**src/rtl/fwd_scoreboard_if.sv**
```systemverilog
// Issue/operand handshake bundle for fwd_scoreboard.
// master: decode side driving the instruction and consuming the bundle.
// slave:  the scoreboard itself.
interface fwd_scoreboard_if #(
  parameter int NUM_RD = 2
);
  logic                 in_valid;
  logic                 in_ready;
  logic [NUM_RD-1:0]    rd_en;
  logic [NUM_RD*5-1:0]  rd_addr;
  logic [NUM_RD*32-1:0] rf_rdata;
  logic [4:0]           in_waddr;
  logic                 out_valid;
  logic                 out_ready;
  logic [NUM_RD*32-1:0] out_rdata;

  modport master (
    output in_valid, rd_en, rd_addr, rf_rdata, in_waddr, out_ready,
    input  in_ready, out_valid, out_rdata
  );

  modport slave (
    input  in_valid, rd_en, rd_addr, rf_rdata, in_waddr, out_ready,
    output in_ready, out_valid, out_rdata
  );
endinterface

```
**src/rtl/fwd_scoreboard.sv**
```systemverilog
// Operand hazard / forwarding unit at the decode-issue boundary.
// Resolves NUM_RD operands against NUM_FWD prioritised bypass channels
// (channel 0 youngest), tracks in-flight writes per register with a
// saturating-at-issue counter, and registers the resolved operands.
module fwd_scoreboard #(
  parameter int NUM_RD  = 2,
  parameter int NUM_FWD = 3,
  parameter int NUM_RET = 1,
  parameter int CNT_W   = 2
) (
  input  logic                  clk,
  input  logic                  resetn,
  input  logic                  flush,
  fwd_scoreboard_if.slave       bus,
  input  logic [NUM_FWD*5-1:0]  fwd_addr,
  input  logic [NUM_FWD*32-1:0] fwd_data,
  input  logic [NUM_FWD-1:0]    fwd_ok,
  input  logic [NUM_RET-1:0]    ret_valid,
  input  logic [NUM_RET*5-1:0]  ret_addr,
  output logic [31:0]           busy_vec,
  output logic                  err_underflow
);

  localparam logic [CNT_W-1:0] CNT_MAX = '1;
  // wide enough for cnt + 1 and for NUM_RET simultaneous retires
  localparam int SUM_W = CNT_W + $clog2(NUM_RET + 1) + 1;

  logic [CNT_W-1:0]     cnt     [32];
  logic [CNT_W-1:0]     cnt_nxt [32];
  logic [31:0]          uflow_vec;
  logic [NUM_RD-1:0]    stall;
  logic [NUM_RD*32-1:0] res_data;
  logic                 sat;
  logic                 out_free;
  logic                 ready;
  logic                 accept;

  // Operand resolution: the first matching channel decides, even when its
  // data is not ready yet; older channels hold stale values for that register.
  always_comb begin
    logic [4:0] a;
    logic       hit;
    a        = '0;
    hit      = 1'b0;
    stall    = '0;
    res_data = bus.rf_rdata;
    for (int unsigned i = 0; i < NUM_RD; i++) begin
      a   = bus.rd_addr[5*i +: 5];
      hit = 1'b0;
      if (bus.rd_en[i] && a != 5'd0) begin
        for (int unsigned j = 0; j < NUM_FWD; j++) begin
          if (!hit && fwd_addr[5*j +: 5] == a) begin
            hit = 1'b1;
            if (fwd_ok[j]) begin
              res_data[32*i +: 32] = fwd_data[32*j +: 32];
            end else begin
              stall[i] = 1'b1;
            end
          end
        end
        if (!hit && cnt[a] != '0) begin
          stall[i] = 1'b1;
        end
      end
    end
  end

  // Issue handshake: blocked by flush, operand hazards, a saturated
  // destination counter, or a held output bundle.
  always_comb begin
    sat          = (bus.in_waddr != 5'd0) && (cnt[bus.in_waddr] == CNT_MAX);
    out_free     = !bus.out_valid || bus.out_ready;
    ready        = !flush && (stall == '0) && !sat && out_free;
    accept       = bus.in_valid && ready;
    bus.in_ready = ready;
  end

  // Per-register next count: +1 on issue, -1 per retire, clamped at zero.
  always_comb begin
    logic [SUM_W-1:0] sum;
    logic [SUM_W-1:0] dec;
    sum       = '0;
    dec       = '0;
    busy_vec  = '0;
    uflow_vec = '0;
    for (int unsigned r = 0; r < 32; r++) begin
      cnt_nxt[r] = '0;
    end
    for (int unsigned r = 1; r < 32; r++) begin
      sum = SUM_W'(cnt[r]) + SUM_W'(accept && (bus.in_waddr == 5'(r)));
      dec = '0;
      for (int unsigned k = 0; k < NUM_RET; k++) begin
        if (ret_valid[k] && ret_addr[5*k +: 5] == 5'(r)) begin
          dec = dec + SUM_W'(1);
        end
      end
      if (dec > sum) begin
        cnt_nxt[r]   = '0;
        uflow_vec[r] = 1'b1;
      end else begin
        cnt_nxt[r] = CNT_W'(sum - dec);
      end
      busy_vec[r] = (cnt[r] != '0);
    end
  end

  // Scoreboard state; flush wipes all in-flight writes.
  always_ff @(posedge clk) begin
    if (!resetn) begin
      for (int unsigned r = 0; r < 32; r++) begin
        cnt[r] <= '0;
      end
      err_underflow <= 1'b0;
    end else if (flush) begin
      for (int unsigned r = 0; r < 32; r++) begin
        cnt[r] <= '0;
      end
    end else begin
      for (int unsigned r = 0; r < 32; r++) begin
        cnt[r] <= cnt_nxt[r];
      end
      if (uflow_vec != '0) begin
        err_underflow <= 1'b1;
      end
    end
  end

  // Registered output stage; data only loads on accept, so out_ready has
  // no path into out_rdata.
  always_ff @(posedge clk) begin
    if (!resetn) begin
      bus.out_valid <= 1'b0;
      bus.out_rdata <= '0;
    end else if (flush) begin
      bus.out_valid <= 1'b0;
    end else if (accept) begin
      bus.out_valid <= 1'b1;
      bus.out_rdata <= res_data;
    end else if (bus.out_ready) begin
      bus.out_valid <= 1'b0;
    end
  end

endmodule

```
**src/flat_wrapper.sv**
```systemverilog
// flat-port wrapper written by rule: the top's interface ports become plain ports
module fwd_scoreboard_flat 
#(
  parameter int NUM_RD  = 2,
  parameter int NUM_FWD = 3,
  parameter int NUM_RET = 1,
  parameter int CNT_W   = 2
)
  (clk, resetn, flush, fwd_addr, fwd_data, fwd_ok, ret_valid, ret_addr, busy_vec, err_underflow, bus_in_valid, bus_rd_en, bus_rd_addr, bus_rf_rdata, bus_in_waddr, bus_out_ready, bus_in_ready, bus_out_valid, bus_out_rdata);
  fwd_scoreboard_if #(.NUM_RD(NUM_RD)) bus_i ();
  input  logic clk;
  input  logic resetn;
  input  logic flush;
  input  logic [NUM_FWD*5-1:0] fwd_addr;
  input  logic [NUM_FWD*32-1:0] fwd_data;
  input  logic [NUM_FWD-1:0] fwd_ok;
  input  logic [NUM_RET-1:0] ret_valid;
  input  logic [NUM_RET*5-1:0] ret_addr;
  output logic [31:0] busy_vec;
  output logic err_underflow;
  input wire logic [$bits(bus_i.in_valid)-1:0] bus_in_valid;
  input wire logic [$bits(bus_i.rd_en)-1:0] bus_rd_en;
  input wire logic [$bits(bus_i.rd_addr)-1:0] bus_rd_addr;
  input wire logic [$bits(bus_i.rf_rdata)-1:0] bus_rf_rdata;
  input wire logic [$bits(bus_i.in_waddr)-1:0] bus_in_waddr;
  input wire logic [$bits(bus_i.out_ready)-1:0] bus_out_ready;
  output wire logic [$bits(bus_i.in_ready)-1:0] bus_in_ready;
  output wire logic [$bits(bus_i.out_valid)-1:0] bus_out_valid;
  output wire logic [$bits(bus_i.out_rdata)-1:0] bus_out_rdata;
  assign bus_i.in_valid = bus_in_valid;
  assign bus_i.rd_en = bus_rd_en;
  assign bus_i.rd_addr = bus_rd_addr;
  assign bus_i.rf_rdata = bus_rf_rdata;
  assign bus_i.in_waddr = bus_in_waddr;
  assign bus_i.out_ready = bus_out_ready;
  assign bus_in_ready = bus_i.in_ready;
  assign bus_out_valid = bus_i.out_valid;
  assign bus_out_rdata = bus_i.out_rdata;
  fwd_scoreboard #(.NUM_RD(NUM_RD), .NUM_FWD(NUM_FWD), .NUM_RET(NUM_RET), .CNT_W(CNT_W)) u_core (.clk(clk), .resetn(resetn), .flush(flush), .bus(bus_i), .fwd_addr(fwd_addr), .fwd_data(fwd_data), .fwd_ok(fwd_ok), .ret_valid(ret_valid), .ret_addr(ret_addr), .busy_vec(busy_vec), .err_underflow(err_underflow));
endmodule
```
**config.mk**
```make
export PLATFORM = sky130hd
export DESIGN_NAME = fwd_scoreboard_flat
export DESIGN_NICKNAME = d
export VERILOG_FILES = /design/src/rtl/fwd_scoreboard_if.sv /design/src/rtl/fwd_scoreboard.sv /design/src/flat_wrapper.sv
export SDC_FILE = /design/constraint.sdc
export NUM_CORES = 1
export LEC_CHECK = 0
export ABC_AREA = 1
export BUFFER_PORTS_ARGS = -buffer_cell sky130_fd_sc_hd__buf_2
export CAP_MARGIN = 20
export CORE_ASPECT_RATIO = 1.4
export CORE_MARGIN = 2
export CORE_UTILIZATION = 47
export CTS_CLUSTER_SIZE = 16
export DETAILED_ROUTE_END_ITERATION = 16
export PLACE_DENSITY = 0.82
export SETUP_SLACK_MARGIN = 0.15
export SLEW_MARGIN = 15
export SYNTH_ARGS = -nofsm -noshare
export SYNTH_HDL_FRONTEND = slang
export SYNTH_SLANG_ARGS = --single-unit
```
**constraint.sdc**
```tcl
create_clock -name clk -period 5.1 [get_ports clk]
set_clock_uncertainty 0.05 [all_clocks]
set_input_delay 0.765 -clock clk [delete_from_list [all_inputs] [get_ports clk]]
set_output_delay 0.765 -clock clk [all_outputs]
set_load 0.02 [all_outputs]
```
After elaboration in Yosys (flattened, before gate mapping) --
Memory sizes are Yosys's and may differ from the RTL's. Cells that the tools add are included.
Operators by class: bitwise gates (word level) 66, add/subtract/negate cells 62, muxes and demuxes 207, $lt $le $gt $ge 31, shift operators 0, reduce and logical (&&, ||, !) cells 127, div/mod/pow operators 0, multipliers 0, eq/ne operators 69
Operator list (count):
- $mux W32 | 14
- $mux W2 | 95
- $eq A5 B5 Y1 const B | 32
- $mux W1 | 98
- $add A2 B1 Y3 | 31
- $gt A1 B3 Y1 | 31
- $eq A5 B4 Y1 const B | 16
- $logic_and A1 B1 Y1 | 75
- $reduce_bool A2 Y1 | 34
- $or A1 B1 Y1 | 64
- $sub A2 B1 Y2 | 31
- $eq A5 B3 Y1 const B | 8
- $reduce_bool A32 Y1 | 1
- $eq A5 B5 Y1 | 6
- $eq A5 B2 Y1 const B | 4
- $reduce_bool A5 Y1 | 3
- $eq A5 B1 Y1 const B | 2
- $logic_not A1 Y1 | 9
- $reduce_and A2 Y1 | 2
- $eq A2 B2 Y1 const B | 1
- $logic_not A2 Y1 | 1
- $not A1 Y1 | 2
- $reduce_or A2 Y1 | 1
- $logic_or A1 B1 Y1 | 1
Word-level totals: register bits 66, bits in latches 0, output and inout port bits 99, input bits 206, logic and storage cells 566, RAM bits 64, memories kept 1, ROM bits 0
Memory list:
- u_core.cnt | depth 32, width 2, rd ports 34, clocked after memory_dff 0, write ports 32, line fwd_scoreboard.sv:28 | logic [CNT_W-1:0] cnt [32];

Depth between registers and ports, before layout --
depth in word-level cells 26, gate-level depth with buffers 29, mapped depth without buffers 26

Worst setup path before layout --
No wires, ideal clock.
path type input to register, start point in bus_rd_addr[3], end point reg u_core.err_underflow, arrival time 3843 ps, path slack 1090 ps, data required time 4933 ps, stages on the path 23, path buffers 3, setup time 117 ps, cells stage by stage buf_2 -> xor2_1 -> nor2_1 -> nand3_2 -> nand2_1 -> nor2_4 -> nand2_1 -> nand2_1 -> inv_1 -> nand2_1 -> nand2_1 -> nand4_2 -> buf_6 -> buf_6 -> nor3_1 -> ha_1 -> inv_1 -> ha_1 -> o311ai_0 -> nand4_1 -> nor2_1 -> nand4_1 -> a22o_1
On the way: longest elaborated chain between the ends 26, elaborated cells between the ends (all ways) 157, classes of those cells add/sub (31); order compare (31); eq/ne (3); mux (44); reduce/logical (47); memory (1)
Ends and longest elaborated chain:
- start, declared | line flat_wrapper.sv:23 | input wire logic [$bits(bus_i.rd_addr)-1:0] bus_rd_addr;
- $eq A5 B5 Y1 | line fwd_scoreboard.sv:52 | if (!hit && fwd_addr[5*j +: 5] == a) begin
- $mux W1 | line fwd_scoreboard.sv:52
- $mux W1 | line fwd_scoreboard.sv:50 | if (bus.rd_en[i] && a != 5'd0) begin
- $logic_not A1 Y1 | line fwd_scoreboard.sv:52
- $logic_and A1 B1 Y1 | line fwd_scoreboard.sv:52
- $mux W1 | line fwd_scoreboard.sv:52
- $mux W1 | line fwd_scoreboard.sv:50
- $logic_not A1 Y1 | line fwd_scoreboard.sv:52
- (+8 left out)
- $logic_and A1 B1 Y1 (*) (3 in series) | line fwd_scoreboard.sv:73 | ready = !flush && (stall == '0) && !sat && out_free;
- $logic_and A1 B1 Y1 (*) | line fwd_scoreboard.sv:74 | accept = bus.in_valid && ready;
- $logic_and A1 B1 Y1 | line fwd_scoreboard.sv:90 | sum = SUM_W'(cnt[r]) + SUM_W'(accept && (bus.in_waddr == 5'(r)));
- $add A2 B1 Y3 | line fwd_scoreboard.sv:90
- $gt A1 B3 Y1 | line fwd_scoreboard.sv:97 | if (dec > sum) begin
- $mux W1 | line fwd_scoreboard.sv:97
- $reduce_bool A32 Y1 (*) | line fwd_scoreboard.sv:122 | if (uflow_vec != '0) begin
- $reduce_and A2 Y1 (no source line) (*)
- end signal, assigned | line fwd_scoreboard.sv:113 | err_underflow <= 1'b0;
- end signal, assigned | line fwd_scoreboard.sv:123 | err_underflow <= 1'b1;
- end, declared | line fwd_scoreboard.sv:21 | output logic err_underflow
Every way passes the cells marked *; elsewhere a longest branch is shown, timed or not. The select of a mux whose other input is x is not followed. A chain may end at the register's enable or synchronous reset.

Worst setup path after layout --
start point in bus_in_waddr[0], end point reg u_core.err_underflow
On the way: longest elaborated chain between the ends 13, elaborated cells between the ends (all ways) 165, classes of those cells add/sub (31); order compare (31); eq/ne (32); mux (31); reduce/logical (39); memory (1)
Ends and longest elaborated chain:
- start, declared | line flat_wrapper.sv:25 | input wire logic [$bits(bus_i.in_waddr)-1:0] bus_in_waddr;
- $mem_v2 Z32 W2
- $eq A2 B2 Y1 | line fwd_scoreboard.sv:71 | sat = (bus.in_waddr != 5'd0) && (cnt[bus.in_waddr] == CNT_MAX);
- $logic_and A1 B1 Y1 | line fwd_scoreboard.sv:71
- $logic_not A1 Y1 | line fwd_scoreboard.sv:73
- $logic_and A1 B1 Y1 (2 in series) | line fwd_scoreboard.sv:73
- $logic_and A1 B1 Y1 | line fwd_scoreboard.sv:74
- $logic_and A1 B1 Y1 | line fwd_scoreboard.sv:90
- $add A2 B1 Y3 | line fwd_scoreboard.sv:90
- $gt A1 B3 Y1 | line fwd_scoreboard.sv:97
- $mux W1 | line fwd_scoreboard.sv:97
- $reduce_bool A32 Y1 (*) | line fwd_scoreboard.sv:122
- $reduce_and A2 Y1 (no source line) (*)
Every way passes the cells marked *; elsewhere a longest branch is shown, timed or not.

==> out/results.ini <==
[sta]
fmax_mhz=216
worst_slew_pin_slew_ps=1060
rsz0062_at_grt=false
setup_tns_ps=0
hold_viol=0
layout_min_cycle_time_ps=4630
setup_slack_ps=467
max-slew-margin-rel_pct=29.1
finalCritPeriodShare_pct=90.8
finalSetupViolCount=0
drv_slew=0

[critical_path]
reg2reg_slack_ps=590
critPathKind=in2reg
cp_max_fo=21
worstPathArrival_ps=4930
timing.rr.end=u_core.err_underflow
end_kind=flop
rr_startpoint=u_core.cnt[22][1]
critical_path_required_ps=5400
reg2reg_depth=23
start_kind=input pin

[detailed_routing]
detail-route-antenna-nets=0
wirelength_um=59700
drt_iter0_drc=1570
via_per_inst=5.36
drc=0
vias=17200
drt_first_pass_iters=6
wl_per_cell_um=18.7

[cts]
ctsHoldBuffers=0
clk_path_buf_depth=2
clock_latency_ps=460
clkTransAtPathRegs_ps=60
cts_buffers=17
clock-root-buffer=clkbuf_16
cts_tree=done
h-tree-depth=4
cts_setup_buffers=0
clock_sinks=128

[logic_synthesis]
yosysUniqueCellTypes=37
syn_area_mm2=0.0147
syn_area_per_cell_um2=5.99
ys_ff_latch=128
ys_warn_count=0
synth_area_leaders=nand2_1, ha_1, edfxtp_1, inv_1, dfxtp_1
synth_seq_area_share_pct=21.6
syn_inst=2463
yosysTopAreaCell=nand2_1
synth_top_area_share_pct=18.1

[layout]
drive_gt1_share_pct=18.3
final_nets=3155
instances_no_fill=3201
syn2layout_area_growth_pct=19.6

[power_and_ir_drop]
powerDensity_mw_per_mm2=216
p_leak_nw=10.0
peakVddDrop_mv=0.234
p_total_mw=3.82

[min_path]
worstHoldStart=u_core.bus.out_valid
hp-class=reg2reg
worst_hold_path.endpoint=u_core.bus.out_valid
holdPathStages=2

[grt]
grt_pass1_wl_um=89400
grt_max_degree=67
grt_pass1_vias=16600
track_usage_pct=35.3
gr-total-overflow=0
antenna_found_initial=5

[job]
drv_cap=0

[die]
core_mm2=0.0308
dieHeight_um=214
start_util_pct=47.9
chipWidth_um=154
pin_count=305
die_area_mm2=0.0328
rows=76

[placement]
dp_cells=3165
dp_hpwl_um=46000
pre_cts_slack_ps=106
gp_congestion=1.02
portBuffers=303

[outcome]
status=finished, final reports clean

==> per-layer routing <==
layer / track usage (%) / wire (um) / up-vias
met5: 0 / 39 / -
met4: 27.7 / 5080 / 6
met3: 5.84 / 5420 / 277
met2: 62.5 / 28900 / 1053
met1: 37.2 / 20200 / 7658
li1: - / - / 8175
==> cell usage after synthesis <==
cell type / count
buf_1: 10
o21ai_0: 15
nand2_1: 713
buf_2: 39
o311ai_0: 28
nor2_4: 2
inv_1: 496
inv_2: 10
o22ai_1: 1
a21oi_1: 83
a22o_1: 1
a21boi_1: 1
nand4_2: 1
nand3b_1: 1
nand3_1: 168
nand4_1: 70
conb_1: 2
buf_6: 5
dfxtp_1: 66
xor2_1: 3
buf_4: 3
nand3_2: 2
nor2_1: 267
ha_1: 155
xnor2_1: 43
nor4_1: 3
clkbuf_1: 57
and2_1: 1
or2_2: 89
clkbuf_2: 1
a31oi_1: 5
nor3_2: 8
a21oi_2: 1
nor3_1: 30
edfxtp_1: 62
o211ai_1: 20
nand2_2: 1
==> logic make-up after synthesis <==
group                    synth area share [%]
AO/OA/AOI/OAI                            6.43
other                                  0.0509
buffers and inverters                    16.5
flip-flops                               21.6
AND/OR/NAND/NOR                          39.6
XOR/XNOR                                 2.73
adder cells (fa/ha/maj)                  13.1
==> critical path, cell delays in order <==
cell      delay, ps
buf_2           380
nor2_1          200
nand2_1         100
o21ai_0         110
nor2_1          110
nor2_1           60
nor2_1           90
nand2_1          70
nand3_1         100
inv_1            50
nor2_1          210
nand4_4         340
nor3_1          450
ha_1            250
inv_1            50
ha_1            290
o311ai_0        390
buf_4           190
nand4_1         120
buf_4           210
nor2_1           90
nand4_1          90
a22o_1          190
==> flip-flops by register name, indices dropped and copies added, names as in the netlist <==
register and flops:
u_core.bus.out_rdata 64, u_core.err_underflow 1, u_core.bus.out_valid 1, u_core.cnt 62
==> power by group <==
part / internal [mW] / total [mW] / leakage, nW / switching, mW
logic: 0.387 / 1.15 / 8.53 / 0.767
clock network: 0.916 / 1.45 / 0.318 / 0.534
registers: 1.15 / 1.21 / 1.18 / 0.0585
==> cell usage in the layout (no fill, tap or decap), types with 2 or more instances in the layout <==
cell type and instances:
nand2_1 711, inv_1 496, buf_2 303, nor2_1 266, nand3_1 168, ha_1 155, or2_2 89, a21oi_1 83
nand4_1 70, dfxtp_1 66, conb_1 63, buf_4 62, edfxtp_1 62, xnor2_1 43, nor3_1 30, o311ai_0 26
o211ai_1 20, clkbuf_16 17, o21ai_0 15, inv_2 10, nor3_2 8, bufinv_16 6, a31oi_1 5, diode_2 4
xor2_1 3, nand2_2 3, nor4_1 3, nand3_2 2, nor2_4 2, o311ai_1 2, clkinv_2 2, inv_6 2
clkinvlp_4 2
==> layout make-up <==
cell class / instances / area [um2]
multi-input cells: 1775 / 9390
flip-flops and latches: 128 / 3180
clock inverters: 14 / 235
inverters: 506 / 1900
fillers: 3123 / 13200
clock buffers: 18 / 429
repair buffers: 366 / 2000
well taps: 390 / 488
diodes: 4 / 10.0
==> worst max-delay path by stage <==
stage,startpoint,end,cells past startpoint,slack [ps]
after floorplan,bus_rd_addr[3],u_core.err_underflow,23,1090
after global placement,bus_in_waddr[0],u_core.err_underflow,21,130
after detailed placement,bus_in_waddr[0],u_core.err_underflow,22,110
after CTS,bus_in_waddr[0],u_core.err_underflow,22,570
after global routing,bus_in_waddr[0],u_core.err_underflow,23,160
final,bus_in_waddr[0],u_core.err_underflow,23,470
==> timing repair <==
item	CTS	global route
hold endpoints to repair	0	0
resized for setup	0	2
endpoints found under the setup margin	0	1
==> through the flow <==
step	util (%)	hold WS [ps]	cell area [um2]
floorplan	-	500	15000
global placement	55.1	414	17000
detailed placement	55.1	428	17000
CTS	57.2	436	17600
global route	57.2	449	17600
finish	57.2	437	17600
(Power assumes the default switching activity.)
